<file path="src/rtl/alu_wb_fifo.sv">
// alu_wb_fifo: in-order result buffer between the integer ALU and the shared
// writeback port. It stores {trans_id, result, branch_res} whenever the ALU
// offers a result and there is room. It shows the oldest entry on the wb_*
// valid/ready port. Every output comes from a flop or from a mux on the read
// pointer, so no alu_* input reaches a wb_* output in the same cycle.
`timescale 1ns/1ps

module alu_wb_fifo #(
  parameter int unsigned XLEN          = 64,
  parameter int unsigned TRANS_ID_BITS = 3,
  parameter int unsigned DEPTH         = 4
) (
  input  logic                       clk_i,
  input  logic                       rst_i,
  input  logic                       flush_i,
  input  logic                       alu_valid_i,
  output logic                       alu_ready_o,
  input  logic [TRANS_ID_BITS-1:0]   alu_trans_id_i,
  input  logic [XLEN-1:0]            alu_result_i,
  input  logic                       alu_branch_res_i,
  output logic                       wb_valid_o,
  input  logic                       wb_ready_i,
  output logic [TRANS_ID_BITS-1:0]   wb_trans_id_o,
  output logic [XLEN-1:0]            wb_result_o,
  output logic                       wb_branch_res_o,
  output logic [$clog2(DEPTH):0]     count_o,
  output logic                       full_o,
  output logic                       empty_o
);

  localparam int unsigned AW = $clog2(DEPTH);
  localparam int unsigned PW = AW + 1;

  typedef struct packed {
    logic [TRANS_ID_BITS-1:0] trans_id;
    logic [XLEN-1:0]          result;
    logic                     branch_res;
  } entry_t;

  entry_t        storage [DEPTH];
  entry_t        head;
  logic [PW-1:0] rd_ptr, wr_ptr;
  logic [PW-1:0] rd_ptr_nxt, wr_ptr_nxt;
  logic          push, pop;
  logic          empty_nxt, full_nxt;

  // Full comes from a flop, so wb_ready_i has no path to alu_ready_o.
  assign alu_ready_o = ~full_o;
  assign push        = alu_valid_i & ~full_o;
  assign pop         = wb_valid_o & wb_ready_i;

  // Next-pointer logic. Flush returns both pointers to zero and overrides push and pop.
  always_comb begin
    // NOTE: give every variable a default at the top of always_comb, so a branch
    // that skips an assignment cannot infer a latch.
    wr_ptr_nxt = wr_ptr;
    rd_ptr_nxt = rd_ptr;
    if (flush_i) begin
      wr_ptr_nxt = '0;
      rd_ptr_nxt = '0;
    end else begin
      if (push) wr_ptr_nxt = wr_ptr + PW'(1);
      if (pop)  rd_ptr_nxt = rd_ptr + PW'(1);
    end
  end

  // The MSB of each pointer is a wrap bit. Equal pointers mean empty. Equal low
  // bits with different wrap bits mean full.
  assign empty_nxt = (wr_ptr_nxt == rd_ptr_nxt);
  assign full_nxt  = (wr_ptr_nxt[AW] != rd_ptr_nxt[AW]) &&
                     (wr_ptr_nxt[AW-1:0] == rd_ptr_nxt[AW-1:0]);

  // Pointer and status registers. Reset takes priority over flush, and flush over push/pop.
  always_ff @(posedge clk_i) begin
    // NOTE: sequential state uses non-blocking assignments only, so every flop
    // samples values from before the edge no matter how the blocks are ordered.
    if (rst_i) begin
      wr_ptr     <= '0;
      rd_ptr     <= '0;
      count_o    <= '0;
      empty_o    <= 1'b1;
      full_o     <= 1'b0;
      wb_valid_o <= 1'b0;
    end else begin
      wr_ptr     <= wr_ptr_nxt;
      rd_ptr     <= rd_ptr_nxt;
      count_o    <= wr_ptr_nxt - rd_ptr_nxt;
      empty_o    <= empty_nxt;
      full_o     <= full_nxt;
      wb_valid_o <= ~empty_nxt;
    end
  end

  // Entry storage. A flush in the same cycle discards the incoming entry.
  always_ff @(posedge clk_i) begin
    // NOTE: the storage array has no reset. The pointers alone decide which
    // slots are live, and the head data is gated while the buffer is empty.
    if (push && !flush_i) begin
      storage[wr_ptr[AW-1:0]] <= '{trans_id:   alu_trans_id_i,
                                   result:     alu_result_i,
                                   branch_res: alu_branch_res_i};
    end
  end

  // The head entry reads as zero while the buffer is empty.
  assign head            = storage[rd_ptr[AW-1:0]];
  assign wb_trans_id_o   = wb_valid_o ? head.trans_id   : '0;
  assign wb_result_o     = wb_valid_o ? head.result     : '0;
  assign wb_branch_res_o = wb_valid_o ? head.branch_res : 1'b0;

  // Flags an upstream stage offering a result while the buffer is full. That
  // stage must keep holding the result until alu_ready_o returns.
  full_offer_c: cover property (@(posedge clk_i) disable iff (rst_i) alu_valid_i && full_o);

  // Occupancy can never exceed DEPTH.
  count_bound_a: assert property (@(posedge clk_i) disable iff (rst_i) count_o <= PW'(DEPTH));

endmodule

</file>
<file path="config.mk">
export PLATFORM = sky130hd
export DESIGN_NAME = alu_wb_fifo
export DESIGN_NICKNAME = d
export VERILOG_FILES = /design/src/rtl/alu_wb_fifo.sv
export SDC_FILE = /design/constraint.sdc
export NUM_CORES = 1
export LEC_CHECK = 0
export ABC_AREA = 1
export BUFFER_PORTS_ARGS = -buffer_cell sky130_fd_sc_hd__buf_2
export CAP_MARGIN = 20
export CORE_ASPECT_RATIO = 1.1
export CORE_MARGIN = 2
export CORE_UTILIZATION = 50
export CTS_BUF_LIST = sky130_fd_sc_hd__clkbuf_4 sky130_fd_sc_hd__clkbuf_8
export DETAILED_ROUTE_END_ITERATION = 7
export HOLD_SLACK_MARGIN = 0.05
export PLACE_DENSITY = 0.71
export SLEW_MARGIN = 25
export SYNTH_ARGS = -nofsm -noshare
export SYNTH_HDL_FRONTEND = slang
export SYNTH_SLANG_ARGS = --single-unit
export TNS_END_PERCENT = 20
</file>
<file path="constraint.sdc">
create_clock -name clk_i -period 13.2 [get_ports clk_i]
set_input_delay 1.98 -clock clk_i [delete_from_list [all_inputs] [get_ports clk_i]]
set_output_delay 1.98 -clock clk_i [all_outputs]
set_load 0.005 [all_outputs]
</file>
## Yosys cells after proc, flatten, opt, wreduce, memory -nomap -nowiden

Memory sizes are Yosys's and may differ from the RTL's. A register that Yosys moved wholly into a read port is not among the register bits.
Cells that the tools add are included.

- Logic and storage cells: 30
- Memory bits (writable): 272
- Memories kept: 1
- Output and inout port bits: 75
- ROM bits: 0
- Flip-flop bits (word level): 12
- Bits in latches: 0

Memory list:

| memory | depth | width | rd ports | clocked after Yosys merged registers in | wr ports | line | RTL |
|---|---|---|---|---|---|---|---|
| storage | 4 | 68 | 1 | 1 | 1 | 40 | `entry_t storage [DEPTH];` |

- Add/sub/neg operators: 3
- Eq/ne operators: 3
- $mul: 0
- $lt $le $gt $ge: 0
- Reductions and logical operators: 3
- Shifts and indexed selects: 0
- Muxes and demuxes: 10
- Divide/modulo/power cells: 0
- Bitwise operators: 4

Operators by type and width:

| operator | count |
|---|---|
| two-way mux 64 bit | 1 |
| two-way mux 3 bit | 5 |
| adder 3 x 1 -> 3 bit, second input constant | 2 |
| == test 3 bit | 1 |
| two-way mux 1 bit | 3 |
| subtractor 3 bit | 1 |
| bitwise AND 1 bit | 2 |
| == test 2 bit | 1 |
| logical AND 1 bit | 2 |
| two-way mux 2 bit | 1 |
| NOT 1 bit | 2 |
| zero test 1 bit | 1 |
| inequality test 1 bit | 1 |

## Depth between registers and ports, before layout

Gate-level depths: netlist of the first run.

- Depth in word-level cells: 6
- Gate-level depth with buffers: 11
- Gate-level depth less buffers: 11

## Least setup slack after synthesis of the first run

Ideal clock, no wire load.

- Path kind: input to register
- From: input port alu_valid_i
- To: memory storage[0][0] (netlist bit), enable pin
- Setup slack: 7.651 ns
- Cell stages on the path: 4
- Buffers on the path: 0
- Arrival time: 5.055 ns
- Required time: 12.706 ns
- Library setup time: 0.494 ns
- Cell sequence: nand2_1 -> inv_1 -> nand2_1 -> nor2_1

- Longest elaborated chain between the ends: 4

Ends and longest elaborated chain:

| what | line | RTL |
|---|---|---|
| start: declaration | 16 | `input logic alu_valid_i,` |
| bitwise AND 1 bit | 49 | `assign push = alu_valid_i & ~full_o;` |
| logical AND 1 bit | 98 | `if (push && !flush_i) begin` |
| two-way mux 1 bit | 98 |  |
| two-way mux 1 bit (not written as such) | 99 | `storage[wr_ptr[AW-1:0]] <= '{trans_id: alu_trans_id_i,` |
| end: declaration | 40 |  |

Every way passes these cells.

==> run_results.csv, run 1 <==
group,metric,value,unit
sta,fin_worst_skew,0.02360,ns
synth,netlist.area_leader.share,0.7290,
setup_path,r2r_end,"count_o[2]",
setup_path,critPathCapture,"wb_result_o[47]",
clock_tree,ctsHoldBuffers,0,
synth,ys.flop_type,"sky130_fd_sc_hd__edfxtp_1",
final_layout,multi_input_area,0.002394,mm²
route,via_count,7065,
floorplan,coreArea,0.02204,mm²
hold_path,hold_path_startpoint,"wr_ptr[2]",
grt,track_usage,0.1944,
final_layout,fillers,1761,
synth,yosysUniqueCellTypes,22,
floorplan,die-width,146.7,µm
synth,yosysMostFrequentCell,"sky130_fd_sc_hd__nor2_1",
clock_tree,tritoncts_num_sinks,284,
setup_path,reg2reg_setup_slack,10.41,ns
synth,synth.yosys.warnings,0,
synth,synth_area_leader_cell,"sky130_fd_sc_hd__edfxtp_1",
setup_path,timing.rr.start,"rd_ptr[0]",
sta,final.min_clock_period,5.212,ns
outcome,status,"complete, no violations",
route,initial_drc_count,399,
route,totalWireLength,23040,µm
clock_tree,numCtsBuffers,43,
sta,grt_setup_unrepaired,"no",
setup_path,timing.critical_path.from_type,"flip-flop",
power_and_ir_drop,ir_drop,0.00009943,V
power_and_ir_drop,power.density,140.6,mW/mm²
floorplan,ios,148,
clock_tree,cts_setup_buffers,0,
power_and_ir_drop,static-leakage-power,4.814,nW
clock_tree,cts_root_buf,"sky130_fd_sc_hd__clkbuf_8",
final_layout,layout-drive-gt1-share,0.2212,
final_layout,num_antenna_cells,0,
synth,postSynthNetCount,973,
grt,grt_max_degree,89,
synth,synth.avg_cell_area,12.56,µm²
synth,ys_ff_latch,284,
clock_tree,post_cts.resized_instances,0,
floorplan,fp-row-count,57,
synth,synth_edf_count,272,
clock_tree,clk_transition_reported_paths,0.06,ns
sta,slew-limit-headroom,0.3774,
final_layout,final-seq-area,0.008413,mm²
grt,first_global_vias,6943,
sta,finalSetupTns,0,ns
place,finalWeightedCongestion,0.7259,
setup_path,critPathArrivalTime,3.23,ns
setup_path,critPathKind,"flip-flop to output port",
clock_tree,tritoncts,"built",
grt,number_of_antenna_violations_at_the_first_check_in_global_routing,0,
place,io_buffer_count,147,
sta,post-route-period-util,0.3948,
synth,ys_seq_area_frac,0.7504,
sta,finalHoldViolations,0,
route,drtAntennaViolNets,0,
synth,async_reset_ff_frac,0,
setup_path,timing.critical_path.from,"rd_ptr[0]",
floorplan,height_of_the_chip,161,µm
place,preCtsSetupSlack,8.524,ns
place,hpwl,12190,µm
flow_run,drv.max_cap_violation_count,0,
setup_path,timing.critical_path.required,11.22,ns
setup_path,crit_path_max_incr_delay,0.73,ns
setup_path,end_kind,"output port",
grt,globalRouteOverflowTotal,0,
setup_path,critPathMaxFanout,84,
floorplan,design.die.area,0.02362,mm²
hold_path,min-delay-path-class,"flip-flop to flip-flop",
setup_path,worst-r2r-cell-count,7,
route,detail_route.vias_per_cell,5.153,
clock_tree,clock_tree.buffer_depth,3,
synth,netlist_area,0.01120,mm²
sta,report.final.slew_viol_count,0,
final_layout,nNetsFinal,1123,
synth,synth_top_cells_by_area,"sky130_fd_sc_hd__edfxtp_1 73%, sky130_fd_sc_hd__nor2_1 9.8%, sky130_fd_sc_hd__o21ai_0 5.3%",
sta,achievable-frequency,0.1919,GHz
floorplan,initial_core_util,0.5084,
final_layout,syn_to_final_growth,15.72,%
setup_path,slowest_stage,"sky130_fd_sc_hd__dfxtp_4",
route,drtPass1Iterations,5,
setup_path,crit_path_cell_trace,"clkinv_2, buf_4, o21ai_0, a21oi_1, buf_2",
sta,finalSetupViolations,0,
grt,grt_first_pass_wirelength,35560,µm
synth,postSynthCellCount,892,
clock_tree,insertion_delay,0.52,ns
sta,postLayoutSetupSlackWorst,7.988,ns
synth,yosys-top-cells-count,"292 x sky130_fd_sc_hd__nor2_1, 272 x sky130_fd_sc_hd__edfxtp_1, 118 x sky130_fd_sc_hd__o21ai_0, 69 x sky130_fd_sc_hd__a21oi_1, 19 x sky130_fd_sc_hd__clkbuf_1",
route,drc,0,
route,wl_per_cell,16.81,µm
clock_tree,cts.htree.levels,2,
sta,worst-slew-pin-transition,0.9339,ns
[power breakdown]
group	internal [mW]	switching, mW
Combinational	0.0393	0.0728
Clock	0.386	0.313
Sequential	1.01	0.00571
[cells by family (layout without fill, tap and decap cells)]
kind of cell    count (synthesis)  in the layout  synth area share
simple gates                  321            321            0.1098
flops                         284            284            0.7504
compound gates                205            205           0.09157
buf+inv                        74            258           0.03864
fa+ha+maj                       8              8          0.009603
[sequential cells by signal, indices dropped and copies added, names as in the netlist]
register    count
wr_ptr          3
storage       272
wb_valid_o      1
count_o         3
full_o          1
rd_ptr          3
empty_o         1
[cell usage in the layout, fill, tap and decap left out, drive strengths merged]
| cell | count |
|---|---|
| nand2 | 16 |
| clkbuf | 63 |
| inv | 20 |
| nor4 | 1 |
| buf | 158 |
| nand4 | 2 |
| ha | 7 |
| nor2 | 292 |
| fa | 1 |
| nor3 | 4 |
| nand3 | 6 |
| bufinv | 1 |
| o21ai | 136 |
| edfxtp | 272 |
| dfxtp | 12 |
| clkinv | 16 |
| a21oi | 69 |
[worst min path at each step]
stage / to / depth (start not counted)
CTS: wr_ptr[2] / 4
detailed placement: wr_ptr[2] / 4
global placement: wr_ptr[2] / 4
finish: wr_ptr[2] / 4
floorplan: wr_ptr[2] / 4
global route: wr_ptr[2] / 4
[final cells by class]
| type | instances | share of cell area |
|---|---|---|
| Clock buffer | 63 | 0.05819 |
| Clock inverter | 16 | 0.007237 |
| Inverter | 21 | 0.006176 |
| Multi-Input combinational cell | 534 | 0.1846 |
| Sequential cell | 284 | 0.6488 |
| Tap cell | 295 | 0.02847 |
| Timing Repair Buffer | 158 | 0.06649 |
[per-layer routing]
layer / share of wire / GRT usage / up-vias
met3: 0.077 / 0.05678 / 32
met4: 0.015 / 0.05914 / 0
met1: 0.42 / 0.2369 / 3353
li1: - / - / 3444
met2: 0.49 / 0.3374 / 236
met5: 0 / 0 / -
[worst max-delay path: cells and delay by family, from the launching register on]
family | cells | cell delay (ns)
flip-flops | 1 | 0.73
buffers and inverters | 3 | 1.49
AO/OA/AOI/OAI | 2 | 0.41
[through the flow]
| stage | hold slack (ns) | total power, mW | instances | utilization | instance area, µm² |
|---|---|---|---|---|---|
| 2_1_floorplan | 0.5419 | 1.090 | 892 | - | 11200 |
| 3_3_place_gp | 0.5623 | 1.139 | 1290 | 0.5472 | 12060 |
| 3_5_place_dp | 0.5731 | 1.144 | 1292 | 0.5497 | 12110 |
| 4_1_cts | 0.5840 | 1.841 | 1371 | 0.5882 | 12960 |
| 5_1_grt | 0.6376 | 1.891 | 1371 | 0.5884 | 12970 |
| 6_report | 0.5811 | 1.823 | 1371 | 0.5884 | 12970 |
(Power assumes the default switching activity.)
==> run 2, diff against run 1 <==
- ABC_AREA: 1 -> 0
- clock period: 13.2 -> 5.4 ns (I/O delays scaled with it)
==> run 2 against run 1 <==
  * Worst setup slack lost 5.7 ns
  * Core utilization up 1.4 points
  * Sequential share of layout area rose by 0.48 points
  * Final cell count decreased by 27%
  * Wire length is 14% lower
  * Die area fell by 2.8%
  * Critical path depth decreased by 1
==> run_results.csv, run 2 <==
group,metric,value,unit
power_and_ir_drop,netSwitchingPower,0.8782,mW
setup_path,critPathMaxFanout,21,
place,io_buffer_count,147,
synth,synth-compound-area-share,0.001379,
sta,achievable-frequency,0.3190,GHz
route,totalWireLength,19910,µm
clock_tree,numCtsBuffers,43,
sta,postLayoutSetupSlackWorst,2.265,ns
route,initial_drc_count,300,
grt,grt_max_degree,71,
setup_path,crit_path_cell_trace,"buf_4, mux4_2, and2_1, buf_2",
synth,synth_top_family_by_area,"multiplexers",
route,wl_per_cell,19.99,µm
final_layout,layout-drive-gt1-share,0.4306,
sta,slew-limit-headroom,0.5759,
grt,groute.layer.met1.usage,0.2194,
grt,gr-usage-met2,0.3089,
grt,globalRouteOverflowTotal,0,
synth,ys.flop_type,"sky130_fd_sc_hd__edfxtp_1",
sta,finalSetupViolations,0,
power_and_ir_drop,power.internal,3.523,mW
clock_tree,cts_setup_buffers,0,
clock_tree,cts.htree.levels,2,
final_layout,layout.core_utilization,0.6025,
final_layout,final_common_cell,"sky130_fd_sc_hd__edfxtp_1",
clock_tree,cts_root_buf,"sky130_fd_sc_hd__clkbuf_8",
setup_path,slowest_stage,"sky130_fd_sc_hd__dfxtp_4",
floorplan,initial_core_util,0.5094,
flow_run,drv.max_cap_violation_count,0,
setup_path,r2r_end,"count_o[2]",
grt,grt_util_met3,0.04373,
synth,ys_seq_area_frac,0.7724,
route,detail_route.vias_per_cell,5.209,
setup_path,reg2reg_setup_slack,2.66,ns
sta,fin_worst_skew,0.01394,ns
floorplan,ios,148,
power_and_ir_drop,share_comb_of_total_power,0.042,
grt,grt_most_used_layer,"met2",
sta,finalSetupTns,0,ns
sta,finalHoldViolations,0,
grt,first_global_vias,5639,
clock_tree,insertion_delay,0.53,ns
hold_path,worst_hold_path.endpoint,"storage[0][31]",
synth,post_synth_fa_ha_maj_area_fraction,0.009885,
setup_path,timing.critical_path.required,4.59,ns
route,via_count,5188,
hold_path,worst_hold_path.num_cells,1,
floorplan,height_of_the_chip,158.8,µm
floorplan,coreArea,0.02137,mm²
place,finalWeightedCongestion,0.7367,
synth,synth_xor_xnor_area_share,0.002414,
sta,report.final.slew_viol_count,0,
synth,postSynthNetCount,578,
sta,grt_setup_unrepaired,"no",
setup_path,timing.rr.start,"wb_valid_o",
hold_path,hold_path_startpoint,"alu_result_i[30]",
synth,postSynthCellCount,497,
setup_path,critPathKind,"flip-flop to output port",
synth,yosysMostFrequentCell,"sky130_fd_sc_hd__edfxtp_1",
final_layout,syn_to_final_growth,18.29,%
synth,post_synthesis_simple_gate_area_fraction,0.05230,
power_and_ir_drop,clockPowerShare,0.397,
clock_tree,ctsHoldBuffers,0,
route,drtPass1Iterations,4,
power_and_ir_drop,power.switching_fraction,0.1995,
power_and_ir_drop,sequential_share_of_power,0.561,
clock_tree,tritoncts,"built",
synth,async_reset_ff_frac,0,
final_layout,most_used_cells_in_the_layout_excluding_fill_and_tap_cells,"272 x sky130_fd_sc_hd__edfxtp_1, 147 x sky130_fd_sc_hd__buf_2, 68 x sky130_fd_sc_hd__mux4_2, 68 x sky130_fd_sc_hd__and2_1, 50 x sky130_fd_sc_hd__clkbuf_8",
synth,synth_edf_count,272,
clock_tree,post_cts.resized_instances,0,
synth,synth.avg_cell_area,21.90,µm²
floorplan,design.die.area,0.02297,mm²
grt,track_usage,0.1775,
sta,final.min_clock_period,3.135,ns
route,drc,0,
hold_path,min-delay-path-class,"input port to flip-flop",
clock_tree,clock_tree.buffer_depth,3,
setup_path,worst-r2r-cell-count,8,
setup_path,timing.critical_path.from_type,"flip-flop",
synth,synth_mux_area_frac,0.1454,
setup_path,critPathArrivalTime,2.33,ns
outcome,status,"complete, no violations",
floorplan,fp-row-count,56,
clock_tree,clk_transition_reported_paths,0.06,ns
place,preCtsSetupSlack,2.237,ns
sta,worst-slew-pin-transition,0.6361,ns
final_layout,fillers,1589,
place,hpwl,11690,µm
synth,yosysUniqueCellTypes,26,
final_layout,nNetsFinal,754,
synth,yosys-top-cells-count,"272 x sky130_fd_sc_hd__edfxtp_1, 72 x sky130_fd_sc_hd__and2_1, 68 x sky130_fd_sc_hd__mux4_2, 12 x sky130_fd_sc_hd__dfxtp_1, 12 x sky130_fd_sc_hd__nor2_1",
power_and_ir_drop,static-leakage-power,4.528,nW
synth,synth.yosys.warnings,0,
route,drtAntennaViolNets,0,
synth,netlist_area,0.01089,mm²
power_and_ir_drop,ir_drop,0.0001898,V
final_layout,largest_reg_flops,272,
synth,synth_top_cells_by_area,"sky130_fd_sc_hd__edfxtp_1 75%, sky130_fd_sc_hd__mux4_2 14%, sky130_fd_sc_hd__and2_1 4.1%",
clock_tree,tritoncts_num_sinks,284,
grt,grt_first_pass_wirelength,30950,µm
sta,post-route-period-util,0.5806,
setup_path,end_kind,"output port",
synth,netlist.area_leader.share,0.7503,
grt,number_of_antenna_violations_at_the_first_check_in_global_routing,1,
synth,synth_area_leader_cell,"sky130_fd_sc_hd__edfxtp_1",
power_and_ir_drop,power.density,341.8,mW/mm²
setup_path,crit_path_max_incr_delay,0.62,ns
final_layout,num_antenna_cells,0,
synth,ys_ff_latch,284,
floorplan,die-width,144.7,µm
==> run 2: cell types whose count changed after synthesis, sizes merged, moves of 4 or more <==
cell / delta
and2: +72
clkbuf: -12
nor2: -280
nand2: -14
mux2i: +4
buf: -16
o21ai: -136
nand3: -5
mux4: +68
a21oi: -69
inv: -16
==> run 2: area by class of cell <==
| type | instances | area (µm²) | area share |
|---|---|---|---|
| repair buffers | 156 | 893.4 | 0.06938 |
| clock inverters | 15 | 87.58 | 0.006802 |
| well taps | 290 | 362.8 | 0.02818 |
| flip-flops and latches | 284 | 8417 | 0.6537 |
| multi-input cells | 183 | 2311 | 0.1795 |
| inverters | 5 | 18.77 | 0.001458 |
| clock buffers | 63 | 785.8 | 0.06102 |
==> run 2: worst max path at each step <==
stage | startpoint | endpoint | cells after the start
3_3_place_gp | rd_ptr[0] | wb_result_o[19] | 4
4_1_cts | rd_ptr[0] | wb_result_o[19] | 4
6_report | rd_ptr[0] | wb_result_o[19] | 4
5_1_grt | rd_ptr[0] | wb_result_o[19] | 4
3_5_place_dp | rd_ptr[0] | wb_result_o[35] | 4
2_1_floorplan | flush_i | storage[0][0] | 3
==> run 2: power by group through the flow <==
stage	logic, mW	registers [mW]	clock network [mW]
3_3_place_gp	0.176	2.52	0
2_1_floorplan	0.0954	2.51	0
4_1_cts	0.187	2.47	1.79
6_report	0.187	2.47	1.75
3_5_place_dp	0.186	2.52	0
5_1_grt	0.208	2.47	1.88
==> run 2: routing by layer <==
metal | wire length [µm] | share of wire | vias up
li1 | - | - | 2345
met1 | 8019 | 0.40 | 2689
met2 | 10560 | 0.53 | 129
met3 | 1023 | 0.051 | 23
met4 | 299 | 0.015 | 2
met5 | 13 | 0.00065 | -
==> run 2: worst max-delay path, delay by kind of cell (launching register included) <==
kind,cells,cell delay [ns]
simple gates,1,0.17
buf+inv,2,0.45
flops,1,0.62
mux,1,0.54
==> run 2: logic make-up (layout without fill, tap and decap cells) <==
| family | Yosys count | after routing |
|---|---|---|
| compound gates | 2 | 2 |
| xor+xnor | 3 | 3 |
| fa+ha+maj | 8 | 8 |
| buf+inv | 30 | 239 |
| flops | 284 | 284 |
| mux | 73 | 73 |
| simple gates | 97 | 97 |
==> run 2: through the flow <==
stage / area (µm²) / std cells / hold slack, ns / total power [mW]
after global placement: 11870 / 912 / 0.5899 / 2.691
after floorplan: 10890 / 497 / 0.5561 / 2.604
after CTS: 12800 / 993 / 0.4543 / 4.452
after detailed placement: 11930 / 915 / 0.6180 / 2.704
after global routing: 12880 / 996 / 0.4647 / 4.559
final: 12880 / 996 / 0.4982 / 4.401
==> run 3, diff against run 2 <==
- clock period: 5.4 -> 3.3 ns (I/O delays scaled with it)
==> run 3 against run 2 <==
  * Register-to-register slack got worse by 1.6 ns
  * Clock-buffer cell count fell by 3
  * First-iteration DRC count fell by 5.0%
  * Sequential power rose by 64%
  * Wire length fell by 0.89%
  * Clock skew rose by 0.0066 ns
  * Via count rose by 0.93%
==> run_results.csv, run 3 (synthesis gave the netlist of run 2 again) <==
group,metric,value,unit
route,initial_drc_count,285,
setup_path,critPathArrivalTime,2.41,ns
route,detail_route.vias_per_cell,5.257,
floorplan,die-width,144.7,µm
hold_path,min-delay-path-class,"input port to flip-flop",
setup_path,slowest_stage,"sky130_fd_sc_hd__dfxtp_4",
sta,finalHoldViolations,0,
clock_tree,tritoncts_num_sinks,284,
flow_run,drv.max_cap_violation_count,0,
floorplan,coreArea,0.02137,mm²
sta,post-route-period-util,0.8799,
setup_path,end_kind,"output port",
clock_tree,cts.htree.levels,2,
route,via_count,5236,
final_layout,syn_to_final_growth,18.09,%
setup_path,critPathMaxFanout,27,
sta,slew-limit-headroom,0.6306,
clock_tree,clock_tree.buffer_depth,3,
clock_tree,numCtsBuffers,43,
setup_path,critPathKind,"flip-flop to output port",
final_layout,layout.core_utilization,0.6015,
outcome,status,"complete, no violations",
final_layout,design_area,0.01285,mm²
setup_path,timing.critical_path.required,2.80,ns
setup_path,crit_path_cell_trace,"buf_12, mux4_2, and2_1, buf_2",
clock_tree,cts_setup_buffers,0,
grt,number_of_antenna_violations_at_the_first_check_in_global_routing,3,
route,drc,0,
clock_tree,tritoncts,"built",
floorplan,initial_core_util,0.5094,
final_layout,most_used_cells_in_the_layout_excluding_fill_and_tap_cells,"272 x sky130_fd_sc_hd__edfxtp_1, 147 x sky130_fd_sc_hd__buf_2, 68 x sky130_fd_sc_hd__mux4_2, 68 x sky130_fd_sc_hd__and2_1, 47 x sky130_fd_sc_hd__clkbuf_8",
sta,finalSetupViolations,0,
grt,grt_max_degree,60,
power_and_ir_drop,ir_drop,0.0003446,V
final_layout,num_antenna_cells,0,
power_and_ir_drop,static-leakage-power,4.527,nW
floorplan,height_of_the_chip,158.8,µm
final_layout,final_common_cell,"sky130_fd_sc_hd__edfxtp_1",
place,hpwl,11880,µm
route,drtAntennaViolNets,0,
place,io_buffer_count,147,
sta,report.final.slew_viol_count,0,
grt,track_usage,0.1784,
sta,grt_setup_unrepaired,"no",
clock_tree,insertion_delay,0.53,ns
place,finalWeightedCongestion,0.7029,
setup_path,crit_path_max_incr_delay,0.70,ns
grt,first_global_vias,5707,
final_layout,nNetsFinal,756,
sta,achievable-frequency,0.3444,GHz
setup_path,timing.critical_path.from_type,"flip-flop",
setup_path,worst-r2r-cell-count,7,
hold_path,worst_hold_path.num_cells,1,
final_layout,largest_reg_flops,272,
clock_tree,ctsHoldBuffers,0,
floorplan,ios,148,
grt,globalRouteOverflowTotal,0,
sta,worst-slew-pin-transition,0.5541,ns
sta,final.min_clock_period,2.904,ns
sta,finalSetupTns,0,ns
grt,grt_first_pass_wirelength,31090,µm
final_layout,layout-drive-gt1-share,0.4334,
floorplan,design.die.area,0.02297,mm²
sta,fin_worst_skew,0.02051,ns
power_and_ir_drop,total_power,7.188,mW
route,drtPass1Iterations,6,
place,placed_area,0.01199,mm²
route,totalWireLength,19740,µm
clock_tree,cts_root_buf,"sky130_fd_sc_hd__clkbuf_8",
route,wl_per_cell,19.81,µm
floorplan,fp-row-count,56,
power_and_ir_drop,power.density,559.2,mW/mm²
clock_tree,post_cts.resized_instances,0,
clock_tree,clk_transition_reported_paths,0.06,ns
## run 3: cell types whose count changed in the layout (fill, tap and decap cells not counted), sizes merged
cell    delta
clkbuf     -3
bufinv     +1
buf        +2
## run 3: worst max-delay path: cells and delay by family, from the launching register on
kind                   cells  cell delay (ns)
DFF                        1             0.70
muxes                      1             0.54
and+or+nand+nor            1             0.19
buffers and inverters      2             0.44
## run 3: cell type report
class / instances / area (µm²)
fillers: 1554 / 8516
flip-flops and latches: 284 / 8417
multi-input cells: 183 / 2311
repair buffers: 158 / 880.8
clock buffers: 60 / 744.5
well taps: 290 / 362.8
clock inverters: 16 / 120.1
inverters: 5 / 18.77
## run 3: worst paths after layout
path / startpoint / to / slack [ns]
worst max-delay path: rd_ptr[0] / wb_result_o[4] / 0.40
worst max register to register: rd_ptr[0] / count_o[2] / 1.02
worst min register to register: rd_ptr[2] / rd_ptr[2] / 0.62
worst min-delay path: alu_result_i[31] / storage[1][32] / 0.18
## run 3: through the flow
step | hold slack, ns | std cells | worst slack (ns)
detailed placement | 0.6289 | 920 | 0.8719
global placement | 0.5799 | 920 | 0.8774
finish | 0.1788 | 996 | 0.3963
global route | 0.1560 | 996 | 0.2079
CTS | 0.1478 | 996 | 0.2887
floorplan | 0.5561 | 497 | 0.4392
## run 3: per-layer routing
layer,routed length (µm),part of all wire,GRT usage
met1,7980,0.40,0.2240
met2,10250,0.52,0.3096
met3,1099,0.056,0.04343
met4,365,0.018,0.04854
met5,41,0.0021,0
## run 3: report_power, final
group	leakage [nW]	switching [mW]	internal [mW]
sequential	2.57	0.0215	4.01
clock	0.462	1.24	1.61
combinational	1.49	0.159	0.149
